### src/rtl/clk_rst_pkg.sv
// clk_rst_pkg: sequencer states, default parameters and the divide-ratio helper.
package clk_rst_pkg;

    localparam int DEF_NUM_CH   = 4;
    localparam int DEF_DIV_W    = 8;
    localparam int DEF_RST_HOLD = 4;
    localparam int DEF_STAGGER  = 2;
    localparam int DEF_CYC_W    = 32;

    typedef enum logic [1:0] {HOLD, RELEASE, RUN, DONE} seq_state_e;

    function automatic logic [31:0] eff_div(input logic [31:0] d);
        return (d == '0) ? 32'd1 : d;
    endfunction

endpackage

### src/rtl/clk_rst_seq_ch.sv
// clk_div_ch: one divider channel producing a clock-enable pulse and a divided clock level.
module clk_div_ch
    import clk_rst_pkg::*;
#(
    parameter int DIV_W = DEF_DIV_W
) (
    input  logic             clk_i,
    input  logic             rst_i,
    input  logic             run_i,
    input  logic [DIV_W-1:0] div_i,
    output logic             ce_o,
    output logic             div_clk_o
);

    logic [DIV_W-1:0] cnt_q, cnt_d, div_q, div_d, div_new;
    logic             ce_q, ce_d, dclk_q, dclk_d, wrap;

    always_comb begin
        div_new = DIV_W'(eff_div(32'(div_i)));
        wrap    = run_i && (cnt_q == div_q - 1'b1);
        cnt_d   = !run_i ? cnt_q : (wrap ? '0 : cnt_q + 1'b1);
        div_d   = wrap ? div_new : div_q;
        ce_d    = wrap;
        dclk_d  = dclk_q ^ wrap;
    end

    // the ratio keeps reloading while held, so release picks up the latest value
    always_ff @(posedge clk_i) begin
        if (rst_i) begin
            cnt_q  <= '0;
            div_q  <= div_new;
            ce_q   <= 1'b0;
            dclk_q <= 1'b1;
        end else begin
            cnt_q  <= cnt_d;
            div_q  <= div_d;
            ce_q   <= ce_d;
            dclk_q <= dclk_d;
        end
    end

    assign ce_o      = ce_q;
    assign div_clk_o = dclk_q;

endmodule

### src/rtl/clk_rst_seq.sv
// clk_rst_seq: staggered reset release, per-channel clock dividers and a bounded cycle budget.
module clk_rst_seq
    import clk_rst_pkg::*;
#(
    parameter int NUM_CH   = DEF_NUM_CH,
    parameter int DIV_W    = DEF_DIV_W,
    parameter int RST_HOLD = DEF_RST_HOLD,
    parameter int STAGGER  = DEF_STAGGER,
    parameter int CYC_W    = DEF_CYC_W
) (
    input  logic                    clk_i,
    input  logic                    rst_i,
    input  logic                    en_i,
    input  logic [NUM_CH*DIV_W-1:0] div_i,
    input  logic [CYC_W-1:0]        max_cycles_i,
    output logic [NUM_CH-1:0]       rst_n_o,
    output logic [NUM_CH-1:0]       ce_o,
    output logic [NUM_CH-1:0]       div_clk_o,
    output logic [CYC_W-1:0]        cycle_cnt_o,
    output logic                    done_o
);

    localparam int REL_MAX = RST_HOLD + (NUM_CH - 1) * STAGGER;
    localparam int HOLD_W  = $clog2(REL_MAX + 1);

    seq_state_e        state_q, state_d;
    logic [HOLD_W-1:0] hold_q, hold_d;
    logic [NUM_CH-1:0] rst_n_q, rst_n_d, ch_rst, ch_run;
    logic [CYC_W-1:0]  cyc_q, cyc_d, cyc_inc;

    always_comb begin
        state_d = state_q;
        hold_d  = hold_q;
        rst_n_d = rst_n_q;
        cyc_d   = cyc_q;
        cyc_inc = (&cyc_q) ? cyc_q : cyc_q + 1'b1;
        case (state_q)
            HOLD, RELEASE: begin
                hold_d = (hold_q < HOLD_W'(REL_MAX)) ? hold_q + 1'b1 : hold_q;
                for (int k = 0; k < NUM_CH; k++)
                    if (int'(hold_d) >= RST_HOLD + k * STAGGER) rst_n_d[k] = 1'b1;
                state_d = (&rst_n_d) ? RUN : ((|rst_n_d) ? RELEASE : HOLD);
            end
            RUN: begin
                if (en_i) begin
                    cyc_d = cyc_inc;
                    if (max_cycles_i != '0 && cyc_inc >= max_cycles_i) state_d = DONE;
                end
            end
            default: ;
        endcase
    end

    always_ff @(posedge clk_i) begin
        if (rst_i) begin
            state_q <= HOLD;
            hold_q  <= '0;
            rst_n_q <= '0;
            cyc_q   <= '0;
        end else begin
            state_q <= state_d;
            hold_q  <= hold_d;
            rst_n_q <= rst_n_d;
            cyc_q   <= cyc_d;
        end
    end

    // an unreleased channel is simply held in its own reset
    assign ch_rst = {NUM_CH{rst_i}} | ~rst_n_q;
    assign ch_run = rst_n_q & {NUM_CH{en_i && state_q != DONE}};

    for (genvar c = 0; c < NUM_CH; c++) begin : g_ch
        clk_div_ch #(.DIV_W(DIV_W)) u_ch (
            .clk_i     (clk_i),
            .rst_i     (ch_rst[c]),
            .run_i     (ch_run[c]),
            .div_i     (div_i[c*DIV_W +: DIV_W]),
            .ce_o      (ce_o[c]),
            .div_clk_o (div_clk_o[c])
        );
    end

    assign rst_n_o     = rst_n_q;
    assign cycle_cnt_o = cyc_q;
    assign done_o      = state_q == DONE;

endmodule

### config.mk
export PLATFORM = sky130hd
export DESIGN_NAME = clk_rst_seq
export DESIGN_NICKNAME = d
export VERILOG_FILES = /design/src/rtl/clk_rst_pkg.sv /design/src/rtl/clk_rst_seq_ch.sv /design/src/rtl/clk_rst_seq.sv
export SDC_FILE = /design/constraint.sdc
export NUM_CORES = 1
export LEC_CHECK = 0
export ABC_AREA = 0
export CORE_AREA = 2 2 128 105
export CTS_CLUSTER_DIAMETER = 150
export DETAILED_ROUTE_END_ITERATION = 12
export DIE_AREA = 0 0 130 107
export PLACE_DENSITY = 0.94
export SLEW_MARGIN = 20
export SYNTH_ARGS = -nofsm -noshare
export SYNTH_HDL_FRONTEND = slang
export SYNTH_SLANG_ARGS = --single-unit
export TNS_END_PERCENT = 1
### constraint.sdc
create_clock -name clk_i -period 9.7 [get_ports clk_i]
set_input_delay 1.94 -clock clk_i [delete_from_list [all_inputs] [get_ports clk_i]]
set_output_delay 1.94 -clock clk_i [all_outputs]
set_load 0.005 [all_outputs]
==> impl_results.html <==
<table>
<tr><th>Metric</th><th>Value</th></tr>
<tr><th colspan="2">Worst setup path</th></tr>
<tr><td>Reg2Reg Launch Point</td><td>cycle_cnt_o[7]$_SDFFE_PP0P_</td></tr>
<tr><td>Startpoint class of the critical path</td><td>input pin</td></tr>
<tr><td>Length in cells of the worst reg-to-reg path</td><td>11</td></tr>
<tr><td>FF-to-FF End</td><td>state_q[0]$_SDFFE_PP0P_</td></tr>
<tr><td>Category of the most critical setup path</td><td>input pin to register</td></tr>
<tr><td>Kind of end point of the critical path</td><td>register</td></tr>
<tr><td>Crit path DAT</td><td>4.45 ns</td></tr>
<tr><td>Data required time of the critical path</td><td>9.74 ns</td></tr>
<tr><td>Maximum fanout count along the critical path</td><td>15</td></tr>
<tr><td>Reg2Reg Setup Slack</td><td>5.84 ns</td></tr>
<tr><th colspan="2">Synth</th></tr>
<tr><td>Yosys warnings</td><td>0</td></tr>
<tr><td>Top_reg_cell synth</td><td>dfxtp_1</td></tr>
<tr><td>Share of async-settable or async-resettable flops after synthesis</td><td>0%</td></tr>
<tr><td>Synthesized area</td><td>7320 um2</td></tr>
<tr><td>Largest area contributor in the synthesized netlist</td><td>dfxtp_1</td></tr>
<tr><td>Syn avg cell area</td><td>8.41 um2</td></tr>
<tr><td>Number of enable flip-flop cells after synthesis</td><td>32</td></tr>
<tr><td>Number of library cell types mapped by synthesis</td><td>57</td></tr>
<tr><td>Area share of the leading cell type in the synthesized netlist</td><td>22.4%</td></tr>
<tr><td>Post-synthesis sequential area ratio</td><td>35.6%</td></tr>
<tr><td>Cell types occupying the most area after synthesis</td><td>dfxtp_1, edfxtp_1, ha_1</td></tr>
<tr><td>Cells after Synth</td><td>870</td></tr>
<tr><td>Net count after synthesis</td><td>979</td></tr>
<tr><td>Seq cells post-synth</td><td>114</td></tr>
<tr><th colspan="2">Flow run</th></tr>
<tr><td>Number of max-capacitance violations reported</td><td>0</td></tr>
<tr><th colspan="2">Finish</th></tr>
<tr><td>Area growth, synth to finish</td><td>22.2%</td></tr>
<tr><td>Fraction of final layout cells sized beyond drive strength 1</td><td>4.96%</td></tr>
<tr><td>Area taken by flip-flops and latches</td><td>2600 um2</td></tr>
<tr><td>Layout Utilization</td><td>70.8%</td></tr>
<tr><td>Total number of nets in the final design</td><td>1,043</td></tr>
<tr><td>Area used by multi-input combinational logic</td><td>4270 um2</td></tr>
<tr><td>Fillers</td><td>909</td></tr>
<tr><td>Antenna cells</td><td>0</td></tr>
<tr><td>Final Non-Filler Cells</td><td>1,122</td></tr>
<tr><th colspan="2">Pwr</th></tr>
<tr><td>Power spent charging and discharging nets</td><td>0.291 mW</td></tr>
<tr><td>Final Total Pwr</td><td>1.22 mW</td></tr>
<tr><td>Fraction of power consumed by combinational cells</td><td>8.5%</td></tr>
<tr><td>Total leakage power</td><td>3.42 nW</td></tr>
<tr><td>Net Sw Frac</td><td>23.8%</td></tr>
<tr><td>Reg power frac</td><td>42.5%</td></tr>
<tr><td>Power density normalized to cell area</td><td>136 nW/um2</td></tr>
<tr><td>Worst IR Drop VDD</td><td>0.145 mV</td></tr>
<tr><td>Cell internal pwr</td><td>0.929 mW</td></tr>
<tr><td>Power share of the clock group</td><td>49.0%</td></tr>
<tr><th colspan="2">Floorplan</th></tr>
<tr><td>Rows</td><td>37</td></tr>
<tr><td>DIE WIDTH</td><td>130 um</td></tr>
<tr><td>Die Y-Extent</td><td>107 um</td></tr>
<tr><td>Ports</td><td>112</td></tr>
<tr><td>Die area</td><td>13,900 um2</td></tr>
<tr><td>Initial cell density of the core</td><td>57.9%</td></tr>
<tr><td>CORE AREA</td><td>12,600 um2</td></tr>
<tr><th colspan="2">Drt</th></tr>
<tr><td>Starting DRC count in detailed routing</td><td>633</td></tr>
<tr><td>Routed length per placed instance</td><td>16.3 um</td></tr>
<tr><td>Ratio of routed vias to standard cells</td><td>5.93</td></tr>
<tr><td>Total DRC errors in the routed layout</td><td>0</td></tr>
<tr><td>Vias post-DR</td><td>6,650</td></tr>
<tr><td>Final ANT Viol Nets</td><td>0</td></tr>
<tr><td>Routed wire length</td><td>18,300 um</td></tr>
<tr><td>Count of TritonRoute iterations in the first routing pass</td><td>5</td></tr>
<tr><th colspan="2">Global route</th></tr>
<tr><td>Pin count of the biggest net entering global routing</td><td>47</td></tr>
<tr><td>Number of antenna violations at the first check in global routing</td><td>0</td></tr>
<tr><td>Number of global-route vias before repair</td><td>6,418</td></tr>
<tr><td>GRT Resource Usage Total</td><td>27.2%</td></tr>
<tr><td>Total congestion overflow</td><td>0</td></tr>
<tr><td>Wire length of the first global-routing pass</td><td>30,100 um</td></tr>
<tr><th colspan="2">Timing</th></tr>
<tr><td>Fraction of the cycle the final worst path needs</td><td>45.5%</td></tr>
<tr><td>Final Worst Setup Slack</td><td>5.29 ns</td></tr>
<tr><td>Total of endpoints with negative setup slack in the final report</td><td>0</td></tr>
<tr><td>Setup repair after global routing missed its margin</td><td>false</td></tr>
<tr><td>Post-route setup TNS</td><td>0 ns</td></tr>
<tr><td>Minimum clock period</td><td>4.41 ns</td></tr>
<tr><td>Peak clock frequency supported by timing</td><td>227 MHz</td></tr>
<tr><td>Number of pins with negative max-slew slack in the final report</td><td>0</td></tr>
<tr><td>Post-Route Skew</td><td>0.00761 ns</td></tr>
<tr><td>Measured slew at the worst slew-check pin</td><td>0.911 ns</td></tr>
<tr><td>Number of hold-slack violations in the final timing report</td><td>0</td></tr>
<tr><td>Slew Limit Headroom</td><td>39.3%</td></tr>
<tr><th colspan="2">Placement</th></tr>
<tr><td>Inst Count DP</td><td>1,090</td></tr>
<tr><td>Weighted congestion reported at the end of routability-driven placement</td><td>0.904</td></tr>
<tr><td>Dpl ws</td><td>4.65 ns</td></tr>
<tr><td>Port Buffers</td><td>111</td></tr>
<tr><td>Sum of net half-perimeters after detailed placement</td><td>12,900 um</td></tr>
<tr><th colspan="2">Clocking</th></tr>
<tr><td>CTS HTree Levels</td><td>4</td></tr>
<tr><td>Register clock-pin slew on the reported worst setup and hold paths</td><td>0.05 ns</td></tr>
<tr><td>Clk sink count</td><td>114</td></tr>
<tr><td>Hold-fix buffers, CTS</td><td>0</td></tr>
<tr><td>Library cell used as clock root buffer</td><td>clkbuf_16</td></tr>
<tr><td>Clock buffer depth</td><td>2</td></tr>
<tr><td>Worst-skew pair later-pin latency</td><td>0.41 ns</td></tr>
<tr><td>Num CTS Buffers</td><td>17</td></tr>
<tr><td>Clock tree from TritonCTS</td><td>yes</td></tr>
<tr><td>Number of setup buffers added after CTS</td><td>0</td></tr>
<tr><td>Gates resized, CTS repair</td><td>0</td></tr>
<tr><th colspan="2">Worst hold path</th></tr>
<tr><td>Worst hold path depth</td><td>2</td></tr>
<tr><td>Destination of the worst hold path</td><td>g_ch[1].u_ch.div_clk_o$_SDFF_PP1_</td></tr>
<tr><td>Hold Crit Class</td><td>register to register</td></tr>
<tr><td>Worst min-delay path startpoint</td><td>g_ch[1].u_ch.div_clk_o$_SDFF_PP1_</td></tr>
<tr><th colspan="2">Outcome</th></tr>
<tr><td>Run status</td><td>finished clean</td></tr>
</table>
-- layout by cell type (no fill, tap or decap), drive strengths merged, types with 4 or more instances in the layout --
cell type      count
clkdlybuf4s50    110
dfxtp             82
nor2              80
nand2             67
xnor2             59
xor2              56
inv               46
ha                42
o21ai             36
a21oi             35
nand4             34
nor3              33
edfxtp            32
nand3             24
nor4              20
clkbuf            20
or3               14
a21o              14
and3              13
and2              13
and4              11
nor2b             11
nand2b             8
nand3b             6
o31ai              6
clkinvlp           6
a31oi              5
o2111ai            5
a211oi             5
clkinv             5
o21a               4
nor3b              4
o211a              4
or4                4
-- per-stage QoR --
step                      hold WS, ns  cell area [um2]
after global routing            0.561             8940
after detailed placement        0.505             8360
final                           0.516             8940
after global placement          0.494             8360
after CTS                       0.512             8930
after floorplan                 0.473             7320
-- sequential cells by signal, indices dropped and copies added (netlist names) --
signal,flops
cycle_cnt_o,32
g_ch.u_ch.cnt_q,32
g_ch.u_ch.div_q,32
g_ch.u_ch.ce_o,4
g_ch.u_ch.div_clk_o,4
hold_q,4
rst_n_o,4
state_q,2
-- metal layers --
layer,global-route usage [%],vias to the layer above,wire [um]
met5,0,-,0
met4,10.1,0,421
met3,6.29,37,1250
met2,45.2,255,8810
met1,34.3,3155,7840
li1,-,3203,-
-- synthesized netlist by cell type, drive strengths merged (32+ instances only) --
cell / n
dfxtp: 82
nor2: 80
nand2: 67
xnor2: 59
xor2: 56
clkbuf: 55
inv: 46
ha: 42
o21ai: 36
a21oi: 35
nand4: 34
nor3: 33
edfxtp: 32
-- critical path, cell delays in order --
cell and delay (ns):
clkdlybuf4s50_1 0.51, a21boi_2 0.52, and2_1 0.34, nand4_1 0.16, or4_4 0.45, o21ai_2 0.53
-- kinds of logic after synthesis --
kind of cell / synth area share (%)
compound gates: 12.3
xor+xnor: 13.8
fa+ha+maj: 7.18
buf+inv: 6.26
flops: 35.6
simple gates: 24.9
-- how the worst max path moves through the flow --
| stage | from | end | slack, ns | depth (start not counted) |
|---|---|---|---|---|
| 6_report | en_i | g_ch[1].u_ch.div_q[4]$_SDFFCE_PN0P_ | 5.29 | 6 |
| 5_1_grt | en_i | g_ch[0].u_ch.div_q[1]$_SDFFCE_PN0P_ | 5.13 | 6 |
| 4_1_cts | en_i | g_ch[0].u_ch.div_q[1]$_SDFFCE_PN0P_ | 5.08 | 6 |
| 3_5_place_dp | en_i | g_ch[0].u_ch.div_q[4]$_SDFFCE_PN0P_ | 4.65 | 6 |
| 3_3_place_gp | en_i | g_ch[3].u_ch.div_q[3]$_SDFFCE_PN0P_ | 4.84 | 6 |
| 2_1_floorplan | en_i | g_ch[0].u_ch.div_q[0]$_SDFFCE_PN1P_ | 5.77 | 6 |
-- power groups by stage --
| stage | clock, mW | combinational (mW) | sequential [mW] |
|---|---|---|---|
| after floorplan | 0 | 0.0601 | 0.523 |
| after global placement | 0 | 0.0970 | 0.527 |
| after detailed placement | 0 | 0.100 | 0.528 |
| after CTS | 0.602 | 0.102 | 0.519 |
| after global routing | 0.628 | 0.113 | 0.521 |
| final | 0.598 | 0.103 | 0.519 |
-- layout make-up --
type	count	area share, %
Timing Repair Buffer	111	12.4
Tap cell	175	2.45
Multi-Input combinational cell	644	47.7
Clock inverter	12	1.20
Clock buffer	20	5.23
Sequential cell	114	29.1
Inverter	46	1.93
No activity file was read; power rests on OpenSTA's default activity.
